**config.mk**
```make
export PLATFORM = sky130hd
export DESIGN_NAME = shiftreg_feeder_flat
export DESIGN_NICKNAME = d
export VERILOG_FILES = /design/src/rtl/shiftreg_pkg.sv /design/src/rtl/shiftreg_feeder_if.sv /design/src/rtl/byte_fifo.sv /design/src/rtl/shiftreg_feeder.sv /design/src/flat_wrapper.sv
export SDC_FILE = /design/constraint.sdc
export NUM_CORES = 1
export LEC_CHECK = 0
export CAP_MARGIN = 15
export CORE_ASPECT_RATIO = 1.1
export CORE_MARGIN = 3
export CORE_UTILIZATION = 55
export CTS_CLUSTER_DIAMETER = 150
export DETAILED_ROUTE_END_ITERATION = 16
export GPL_TIMING_DRIVEN = 0
export PLACE_DENSITY_LB_ADDON = 0.1
export SYNTH_ARGS = -nofsm -noshare
export SYNTH_HDL_FRONTEND = slang
export SYNTH_SLANG_ARGS = --single-unit
```
**constraint.sdc**
```tcl
create_clock -name i_clk -period 8.25 [get_ports i_clk]
set_input_delay 1.65 -clock i_clk [delete_from_list [all_inputs] [get_ports i_clk]]
set_output_delay 1.65 -clock i_clk [all_outputs]
set_load 0.02 [all_outputs]
```
**src/rtl/shiftreg_pkg.sv**
```systemverilog
// rtl/shiftreg_pkg.sv - shared widths, defaults and FSM encoding for the 74HC595 feeder
package shiftreg_pkg;

  localparam int BYTE_W        = 8;
  localparam int DEFAULT_DEPTH = 8;
  localparam int DEFAULT_GUARD = 4;

  typedef enum logic [1:0] {
    ST_IDLE       = 2'd0,
    ST_STROBE     = 2'd1,
    ST_WAIT_BUSY  = 2'd2,
    ST_WAIT_READY = 2'd3
  } state_e;

endpackage

```
**src/rtl/shiftreg_feeder_if.sv**
```systemverilog
// rtl/shiftreg_feeder_if.sv - write port, driver handshake and status signals of the feeder
interface shiftreg_feeder_if #(
  parameter int DEPTH = shiftreg_pkg::DEFAULT_DEPTH
);
  import shiftreg_pkg::*;

  logic [BYTE_W-1:0]      i_wr_data;
  logic                   i_wr_en;
  logic                   i_ready;
  logic [BYTE_W-1:0]      o_data;
  logic                   o_enable;
  logic                   o_full;
  logic                   o_empty;
  logic [$clog2(DEPTH):0] o_count;
  logic                   o_overflow;
  logic                   o_busy;

  modport master (
    output i_wr_data, i_wr_en, i_ready,
    input  o_data, o_enable, o_full, o_empty, o_count, o_overflow, o_busy
  );

  modport slave (
    input  i_wr_data, i_wr_en, i_ready,
    output o_data, o_enable, o_full, o_empty, o_count, o_overflow, o_busy
  );

endinterface

```
**src/rtl/byte_fifo.sv**
```systemverilog
// rtl/byte_fifo.sv - power-of-two byte FIFO with count and registered overflow pulse
module byte_fifo
  import shiftreg_pkg::*;
#(
  parameter int DEPTH = DEFAULT_DEPTH
) (
  input  logic                   i_clk,
  input  logic                   i_rst,
  input  logic                   i_wr_en,
  input  logic [BYTE_W-1:0]      i_wr_data,
  input  logic                   i_rd_en,
  output logic [BYTE_W-1:0]      o_rd_data,
  output logic                   o_full,
  output logic                   o_empty,
  output logic [$clog2(DEPTH):0] o_count,
  output logic                   o_overflow
);

  localparam int AW = $clog2(DEPTH);
  localparam int CW = AW + 1;

  logic [BYTE_W-1:0] mem_q [DEPTH];
  logic [BYTE_W-1:0] mem_d [DEPTH];
  logic [AW-1:0]     wr_ptr_q, wr_ptr_d;
  logic [AW-1:0]     rd_ptr_q, rd_ptr_d;
  logic [CW-1:0]     count_q, count_d;
  logic              overflow_q, overflow_d;
  logic              full, empty, do_wr, do_rd;

  assign full  = (count_q == CW'(DEPTH));
  assign empty = (count_q == '0);

  // Fullness is judged on the current count, so a write to a full FIFO is
  // dropped even when the FSM pops in the same cycle.
  always_comb begin
    do_wr      = i_wr_en && !full;
    do_rd      = i_rd_en && !empty;
    overflow_d = i_wr_en && full;
    mem_d      = mem_q;
    wr_ptr_d   = wr_ptr_q;
    rd_ptr_d   = rd_ptr_q;
    count_d    = count_q;
    if (do_wr) begin
      mem_d[wr_ptr_q] = i_wr_data;
      wr_ptr_d        = wr_ptr_q + 1'b1;
    end
    if (do_rd) begin
      rd_ptr_d = rd_ptr_q + 1'b1;
    end
    case ({do_wr, do_rd})
      2'b10:   count_d = count_q + 1'b1;
      2'b01:   count_d = count_q - 1'b1;
      default: count_d = count_q;
    endcase
  end

  always_ff @(posedge i_clk or posedge i_rst) begin
    if (i_rst) begin
      for (int i = 0; i < DEPTH; i++) begin
        mem_q[i] <= '0;
      end
      wr_ptr_q   <= '0;
      rd_ptr_q   <= '0;
      count_q    <= '0;
      overflow_q <= 1'b0;
    end else begin
      mem_q      <= mem_d;
      wr_ptr_q   <= wr_ptr_d;
      rd_ptr_q   <= rd_ptr_d;
      count_q    <= count_d;
      overflow_q <= overflow_d;
    end
  end

  assign o_rd_data  = mem_q[rd_ptr_q];
  assign o_full     = full;
  assign o_empty    = empty;
  assign o_count    = count_q;
  assign o_overflow = overflow_q;

endmodule

```
**src/rtl/shiftreg_feeder.sv**
```systemverilog
// rtl/shiftreg_feeder.sv - queues bytes and strobes them one at a time into a 74HC595 driver
module shiftreg_feeder
  import shiftreg_pkg::*;
#(
  parameter int DEPTH = DEFAULT_DEPTH,
  parameter int GUARD = DEFAULT_GUARD
) (
  input  logic             i_clk,
  input  logic             i_rst,
  shiftreg_feeder_if.slave bus
);

  localparam int GW = $clog2(GUARD + 1);

  state_e            state_q, state_d;
  logic [BYTE_W-1:0] data_q, data_d;
  logic              enable_q, enable_d;
  logic              busy_q, busy_d;
  logic [GW-1:0]     guard_q, guard_d;
  logic              pop;
  logic [BYTE_W-1:0] fifo_rd_data;
  logic              fifo_full, fifo_empty, fifo_overflow;
  logic [$clog2(DEPTH):0] fifo_count;

  byte_fifo #(
    .DEPTH (DEPTH)
  ) u_fifo (
    .i_clk      (i_clk),
    .i_rst      (i_rst),
    .i_wr_en    (bus.i_wr_en),
    .i_wr_data  (bus.i_wr_data),
    .i_rd_en    (pop),
    .o_rd_data  (fifo_rd_data),
    .o_full     (fifo_full),
    .o_empty    (fifo_empty),
    .o_count    (fifo_count),
    .o_overflow (fifo_overflow)
  );

  // The driver may never drop o_Ready; the guard counter bounds WAIT_BUSY so
  // the feeder cannot stall waiting for an edge that will not come.
  always_comb begin
    state_d  = state_q;
    data_d   = data_q;
    enable_d = 1'b0;
    guard_d  = guard_q;
    pop      = 1'b0;
    case (state_q)
      ST_IDLE: begin
        if (!fifo_empty && bus.i_ready) begin
          state_d  = ST_STROBE;
          pop      = 1'b1;
          data_d   = fifo_rd_data;
          enable_d = 1'b1;
        end
      end
      ST_STROBE: begin
        state_d = ST_WAIT_BUSY;
        guard_d = '0;
      end
      ST_WAIT_BUSY: begin
        if (!bus.i_ready || guard_q == GW'(GUARD - 1)) begin
          state_d = ST_WAIT_READY;
        end else begin
          guard_d = guard_q + 1'b1;
        end
      end
      ST_WAIT_READY: begin
        if (bus.i_ready) begin
          state_d = ST_IDLE;
        end
      end
      default: state_d = ST_IDLE;
    endcase
    busy_d = (state_d != ST_IDLE);
  end

  always_ff @(posedge i_clk or posedge i_rst) begin
    if (i_rst) begin
      state_q  <= ST_IDLE;
      data_q   <= '0;
      enable_q <= 1'b0;
      busy_q   <= 1'b0;
      guard_q  <= '0;
    end else begin
      state_q  <= state_d;
      data_q   <= data_d;
      enable_q <= enable_d;
      busy_q   <= busy_d;
      guard_q  <= guard_d;
    end
  end

  assign bus.o_data     = data_q;
  assign bus.o_enable   = enable_q;
  assign bus.o_busy     = busy_q;
  assign bus.o_full     = fifo_full;
  assign bus.o_empty    = fifo_empty;
  assign bus.o_count    = fifo_count;
  assign bus.o_overflow = fifo_overflow;

endmodule

```
**src/flat_wrapper.sv**
```systemverilog
// flat-port wrapper written by rule: the top's interface ports become plain ports
module shiftreg_feeder_flat import shiftreg_pkg::*;
#(
  parameter int DEPTH = DEFAULT_DEPTH,
  parameter int GUARD = DEFAULT_GUARD
)
  (i_clk, i_rst, bus_i_wr_data, bus_i_wr_en, bus_i_ready, bus_o_data, bus_o_enable, bus_o_full, bus_o_empty, bus_o_count, bus_o_overflow, bus_o_busy);
  shiftreg_feeder_if #(.DEPTH(DEPTH)) bus_i ();
  input  logic i_clk;
  input  logic i_rst;
  input wire logic [$bits(bus_i.i_wr_data)-1:0] bus_i_wr_data;
  input wire logic [$bits(bus_i.i_wr_en)-1:0] bus_i_wr_en;
  input wire logic [$bits(bus_i.i_ready)-1:0] bus_i_ready;
  output wire logic [$bits(bus_i.o_data)-1:0] bus_o_data;
  output wire logic [$bits(bus_i.o_enable)-1:0] bus_o_enable;
  output wire logic [$bits(bus_i.o_full)-1:0] bus_o_full;
  output wire logic [$bits(bus_i.o_empty)-1:0] bus_o_empty;
  output wire logic [$bits(bus_i.o_count)-1:0] bus_o_count;
  output wire logic [$bits(bus_i.o_overflow)-1:0] bus_o_overflow;
  output wire logic [$bits(bus_i.o_busy)-1:0] bus_o_busy;
  assign bus_i.i_wr_data = bus_i_wr_data;
  assign bus_i.i_wr_en = bus_i_wr_en;
  assign bus_i.i_ready = bus_i_ready;
  assign bus_o_data = bus_i.o_data;
  assign bus_o_enable = bus_i.o_enable;
  assign bus_o_full = bus_i.o_full;
  assign bus_o_empty = bus_i.o_empty;
  assign bus_o_count = bus_i.o_count;
  assign bus_o_overflow = bus_i.o_overflow;
  assign bus_o_busy = bus_i.o_busy;
  shiftreg_feeder #(.DEPTH(DEPTH), .GUARD(GUARD)) u_core (.i_clk(i_clk), .i_rst(i_rst), .bus(bus_i));
endmodule
```
Word-level counts from Yosys, hierarchy flattened
Cells that the tools add are included.
{"block": "totals", "register_bits": 90, "out_inout_bits": 17, "wordCells": 66}
{"block": "classes", "add_sub_neg": 5, "magnitude_cmp": 3, "n_eq_ne": 8, "muxes": 15, "bitwise": 2, "n_reduce_logical": 16}
{"op": "bitwise mux 64 bit", "count": 1}
{"op": "binary-select mux 8 bit (select 3 bit)", "count": 1}
{"op": "demux 8 bit (select 3 bit)", "count": 1}
{"op": "two-way mux 8 bit", "count": 3}
{"op": "adder 3 x 1 -> 3 bit (second input constant)", "count": 3}
{"op": ">= comparator 4 bit (second input constant)", "count": 2}
{"op": "inverter 3 -> 4 bit", "count": 2}
{"op": "one-hot mux 2 bit (4 select lines)", "count": 1}
{"op": "one-hot mux 4 bit (2 select lines)", "count": 1}
{"op": "== test 2 bit (second input constant)", "count": 3}
{"op": "two-way mux 2 bit", "count": 3}
{"op": "one-hot mux 3 bit (2 select lines)", "count": 1}
{"op": "nonzero test 2 bit", "count": 3}
{"op": "logical AND 1 bit", "count": 5}
{"op": "adder 4 x 1 -> 4 bit (second input constant)", "count": 1}
{"op": "== test 2 x 1 -> 1 bit (second input constant)", "count": 2}
{"op": "== test 4 bit (second input constant)", "count": 1}
{"op": "zero test 4 bit", "count": 1}
{"op": "< comparator 4 x 1 -> 1 bit (second input constant)", "count": 1}
{"op": "AND reduction 2 bit", "count": 2}
{"op": "subtractor 4 x 1 -> 4 bit (second input constant)", "count": 1}
{"op": "== test 3 x 2 -> 1 bit (second input constant)", "count": 1}
{"op": "zero test 1 bit", "count": 3}
{"op": "two-way mux 3 bit", "count": 1}
{"op": "4 further kinds", "count": 5}

Depth between registers and ports, before layout
{"block": "depth", "depth_word": 8, "ltp_mapped": 11, "mapped_depth_nobuf": 10}

Hierarchy
Synthesis repeated with hierarchy kept, for this count alone.
{"block": "hier_totals", "hier_cells": 279, "area_unflattened_um2": 4295.4}
{"module": "byte_fifo", "n_inst": 1, "cells_per_inst": 230, "area_each_um2": 3648.5, "seq_area_each_um2": 1876.8}
{"module": "shiftreg_feeder", "n_inst": 1, "cells_per_inst": 49, "area_each_um2": 646.9, "seq_area_each_um2": 375.4}

Worst setup path after synthesis
Ideal clock, no wire load.
{"block": "synth_timing", "path_kind": "in2reg", "from": "in bus_i_wr_en", "to": "reg u_core.u_fifo.count_q[3], in the netlist u_core.u_fifo.o_count[3]", "setup_time_ps": 80, "arrival_time_ps": 3117, "t_required_ps": 8170, "path_slack_ps": 5053, "stages": 7, "path_cell_list": "nor2b_2 -> buf_6 -> inv_1 -> ha_1 -> or3_2 -> o32ai_1 -> xor2_1"}
{"block": "synth_between", "elab_chain_cells": 3}
{"element": "start: declaration", "line": "flat_wrapper.sv:12", "source": "input wire logic [$bits(bus_i.i_wr_en)-1:0] bus_i_wr_en;"}
{"element": "logical AND 1 bit (*)", "line": "byte_fifo.sv:36", "source": "do_wr = i_wr_en && !full;"}
{"element": "== test 2 x 1 -> 1 bit / == test 2 bit (equally long branches)", "line": "byte_fifo.sv:50", "source": "case ({do_wr, do_rd})"}
{"element": "one-hot mux 4 bit (2 select lines) / nonzero test 2 bit (equally long branches)"}
{"element": "end signal: assignment", "line": "byte_fifo.sv:70", "source": "count_q <= count_d;"}
{"element": "end: declaration", "line": "byte_fifo.sv:26", "source": "logic [CW-1:0] count_q, count_d;"}
Mark *: on every way between the ends. The rest lies on a longest branch, timed or not.
A chain may end at the register's enable or synchronous reset.

Final worst setup path
{"block": "layout_timing", "from": "reg u_core.u_fifo.count_q[2], in the netlist u_core.u_fifo.o_count[2]", "to": "out bus_o_empty"}
{"block": "layout_between", "elab_chain_cells": 1}
{"element": "zero test 4 bit", "line": "byte_fifo.sv:31", "source": "assign empty = (count_q == '0);"}
{"element": "end: declaration", "line": "flat_wrapper.sv:17", "source": "output wire logic [$bits(bus_i.o_empty)-1:0] bus_o_empty;"}
No other way between the ends.

==> impl_summary.log <==
INFO  metric grt_start_max_net_pins = 48
INFO  metric final_nets = 341
INFO  metric required = 6.60 ns
INFO  metric net_count_after_synthesis = 301
INFO  metric detailedRoute.firstIterationViolations = 85
INFO  metric grt_usage = 20.4%
INFO  metric drv.max_cap_violation_count = 0
INFO  metric async_flop_share = 100%
INFO  metric insertion_delay = 0.35 ns
INFO  metric path_class = reg -> out
INFO  metric postSynthCellCount = 282
INFO  metric grt_pass1_wl = 13.1 mm
INFO  metric buffer_ports.inserted = 28
INFO  metric cp-end-kind = output pin
INFO  metric root_buffer_master = clkbuf_8
INFO  metric die_outline_area = 8600 um^2
INFO  metric ys.warnings.count = 0
INFO  metric hpwlAfterDp = 5.01 mm
INFO  metric register_area = 2250 um^2
INFO  metric finClkSkew = 0.00830 ns
INFO  metric cp_max_fanout = 7
INFO  metric hold_path.class = reg -> reg
INFO  metric tightestPinTransition = 0.793 ns
INFO  metric peakVddDrop = 0.000204 V
INFO  metric cts-resized-gates = 0
INFO  metric run_status = finished clean
INFO  metric ant_nets = 0
INFO  metric post-route-util = 66.3%
INFO  metric synthFlopType = dfrtp_1
INFO  metric timing.critical_path.arrival = 2.11 ns
INFO  metric average_via_count_per_standard_cell = 5.82
INFO  metric cts_htree_levels = 3
INFO  metric share_of_final_layout_standard_cells_stronger_than_drive_strength_1 = 37.3%
INFO  metric slew_viol_final = 0
INFO  metric area_growth_syn_to_layout = 14.7%
INFO  metric timing.final.hold_violations = 0
INFO  metric area_inside_the_core_boundary = 7170 um^2
INFO  metric insertedDiodeCount = 0
INFO  metric wirelength = 7.75 mm
INFO  metric layout_commonest_cell = dfrtp_1
INFO  metric dieWidth = 88.7 um
INFO  metric grt_antenna_before_repair = 0
INFO  metric max_clock_freq = 266 MHz
INFO  metric slew_headroom = 47.1%
INFO  metric detailedRoute.firstPassIterationCount = 4
INFO  metric fp.dieH = 97.0 um
INFO  metric path_clk_slew = 0.09 ns
INFO  metric multi_input_comb_area = 1790 um^2
INFO  metric drc_errors = 0
INFO  metric synth-seq-area-share = 54.4%
INFO  metric post-cts-setup-buffers = 0
INFO  metric tritoncts_clock_tree = yes
INFO  metric place.gp.congestion = 0.701
INFO  metric cts_made_buffers = 9
INFO  metric timing.final.crit_period = 3.76 ns
INFO  metric yosysUniqueCellTypes = 39
INFO  metric synth-edff-count = 0
INFO  metric layout.filler_cells = 528
INFO  metric clk_path_buf_depth = 2
INFO  metric core.rowCount = 32
INFO  metric clock-sinks = 90
INFO  metric power_density = 389 nW/um^2
INFO  metric netlist_area = 4140 um^2
INFO  metric start_kind = flop
INFO  metric starting_density = 57.8%
INFO  metric via_count_of_the_first_global_routing_pass = 2544
INFO  metric syn_avg_cell_area = 14.7 um^2
INFO  metric most-common-layout-cells = dfrtp_1, mux2_2, clkdlybuf4s50_1
INFO  metric ys_seq_elements = 90
INFO  metric setup_viol = 0
INFO  metric detail_route.wl_per_cell = 18.8 um
INFO  metric period_share = 45.6%
INFO  metric timing.setup.tns = 0 ns
INFO  metric rsz0062_at_grt = no
INFO  metric cts-hold-fix-buffers = 0
INFO  metric top_level_ports = 29
INFO  metric cellLeakagePower = 2.05 nW
INFO  metric globalRouteOverflowTotal = 0
INFO  metric vias = 2398
[cell families (layout without fill, tap and decap cells)]
kind of cell	count (synthesis)	count (layout)	share of synthesized area [%]
flip-flops	90	90	54.4
XOR/XNOR	9	9	1.90
buffers and inverters	18	63	2.30
AND/OR/NAND/NOR	47	47	7.89
adder cells (fa/ha/maj)	7	7	2.12
AO/OA/AOI/OAI	21	21	2.78
multiplexers	90	90	28.6
[report_power, final]
part	internal [W]	switching, W
clock	0.000139	0.000156
combinational	0.000438	0.000332
sequential	0.000655	0.000129
total	0.00123	0.000616
[final timing paths]
path / startpoint / slack (ns) / end / depth (start not counted)
hold / removal: u_core.bus.o_data[7] / 0.49 / u_core.bus.o_data[7] / 2
setup / recovery: u_core.u_fifo.o_count[2] / 4.49 / bus_o_empty / 3
min in group asynchronous: i_rst / 1.70 / u_core.u_fifo.o_count[3] / 2
max in group asynchronous: i_rst / 5.92 / u_core.u_fifo.mem_q[51] / 3
setup reg to reg: u_core.u_fifo.o_count[2] / 5.63 / u_core.u_fifo.o_count[3] / 7
hold reg to reg: u_core.bus.o_data[7] / 0.49 / u_core.bus.o_data[7] / 2
[per-stage QoR]
stage	setup slack [ns]	hold WS [ns]	cells	instance area (um^2)	total power (W)
after floorplan	4.26	0.470	282	4140	0.00135
after global placement	2.89	0.467	395	4530	0.00154
after detailed placement	4.42	0.478	396	4560	0.00157
after CTS	4.45	0.498	412	4750	0.00187
after global routing	4.42	0.527	412	4750	0.00198
final	4.49	0.493	412	4750	0.00185
[synth_stat cells (4+ instances only)]
library cell,n,area share (%)
dfrtp_1,90,54
xor2_1,5,1.1
mux2i_1,8,1.9
mux2_2,66,18
inv_1,8,0.73
xnor2_1,4,0.85
nor2_1,4,0.36
nor2b_1,4,0.60
nand2_1,18,1.6
o21ai_0,12,1.5
ha_1,7,2.1
a21oi_1,5,0.60
mux4_2,16,8.7
[layout make-up]
class | instances | share of cell area [%]
Sequential cell | 90 | 47.4
Multi-Input combinational cell | 174 | 37.7
Timing Repair Buffer | 29 | 6.48
Clock buffer | 9 | 2.61
Tap cell | 85 | 2.24
Clock inverter | 7 | 1.45
Buffer | 10 | 1.37
Inverter | 8 | 0.685
[per-layer routing]
metal	share of wire, %	GRT usage, %
met2	50	32.0
met5	0	0
met1	45	28.8
met3	3.0	3.07
met4	2.0	7.44
[sequential cells by signal (all words and copies together) (netlist names), 2 cells and up]
register	flops
u_core.guard_q	3
u_core.u_fifo.o_count	4
u_core.bus.o_data	8
u_core.state_q	2
u_core.u_fifo.mem_q	64
u_core.u_fifo.rd_ptr_q	3
u_core.u_fifo.wr_ptr_q	3
[critical path, cell delays in order, from the launching register on]
cell,delay (ns)
dfrtp_1,0.49
or4_1,0.59
inv_1,0.08
clkdlybuf4s50_1,0.60
Note: power is estimated with default switching activity, not from simulation.
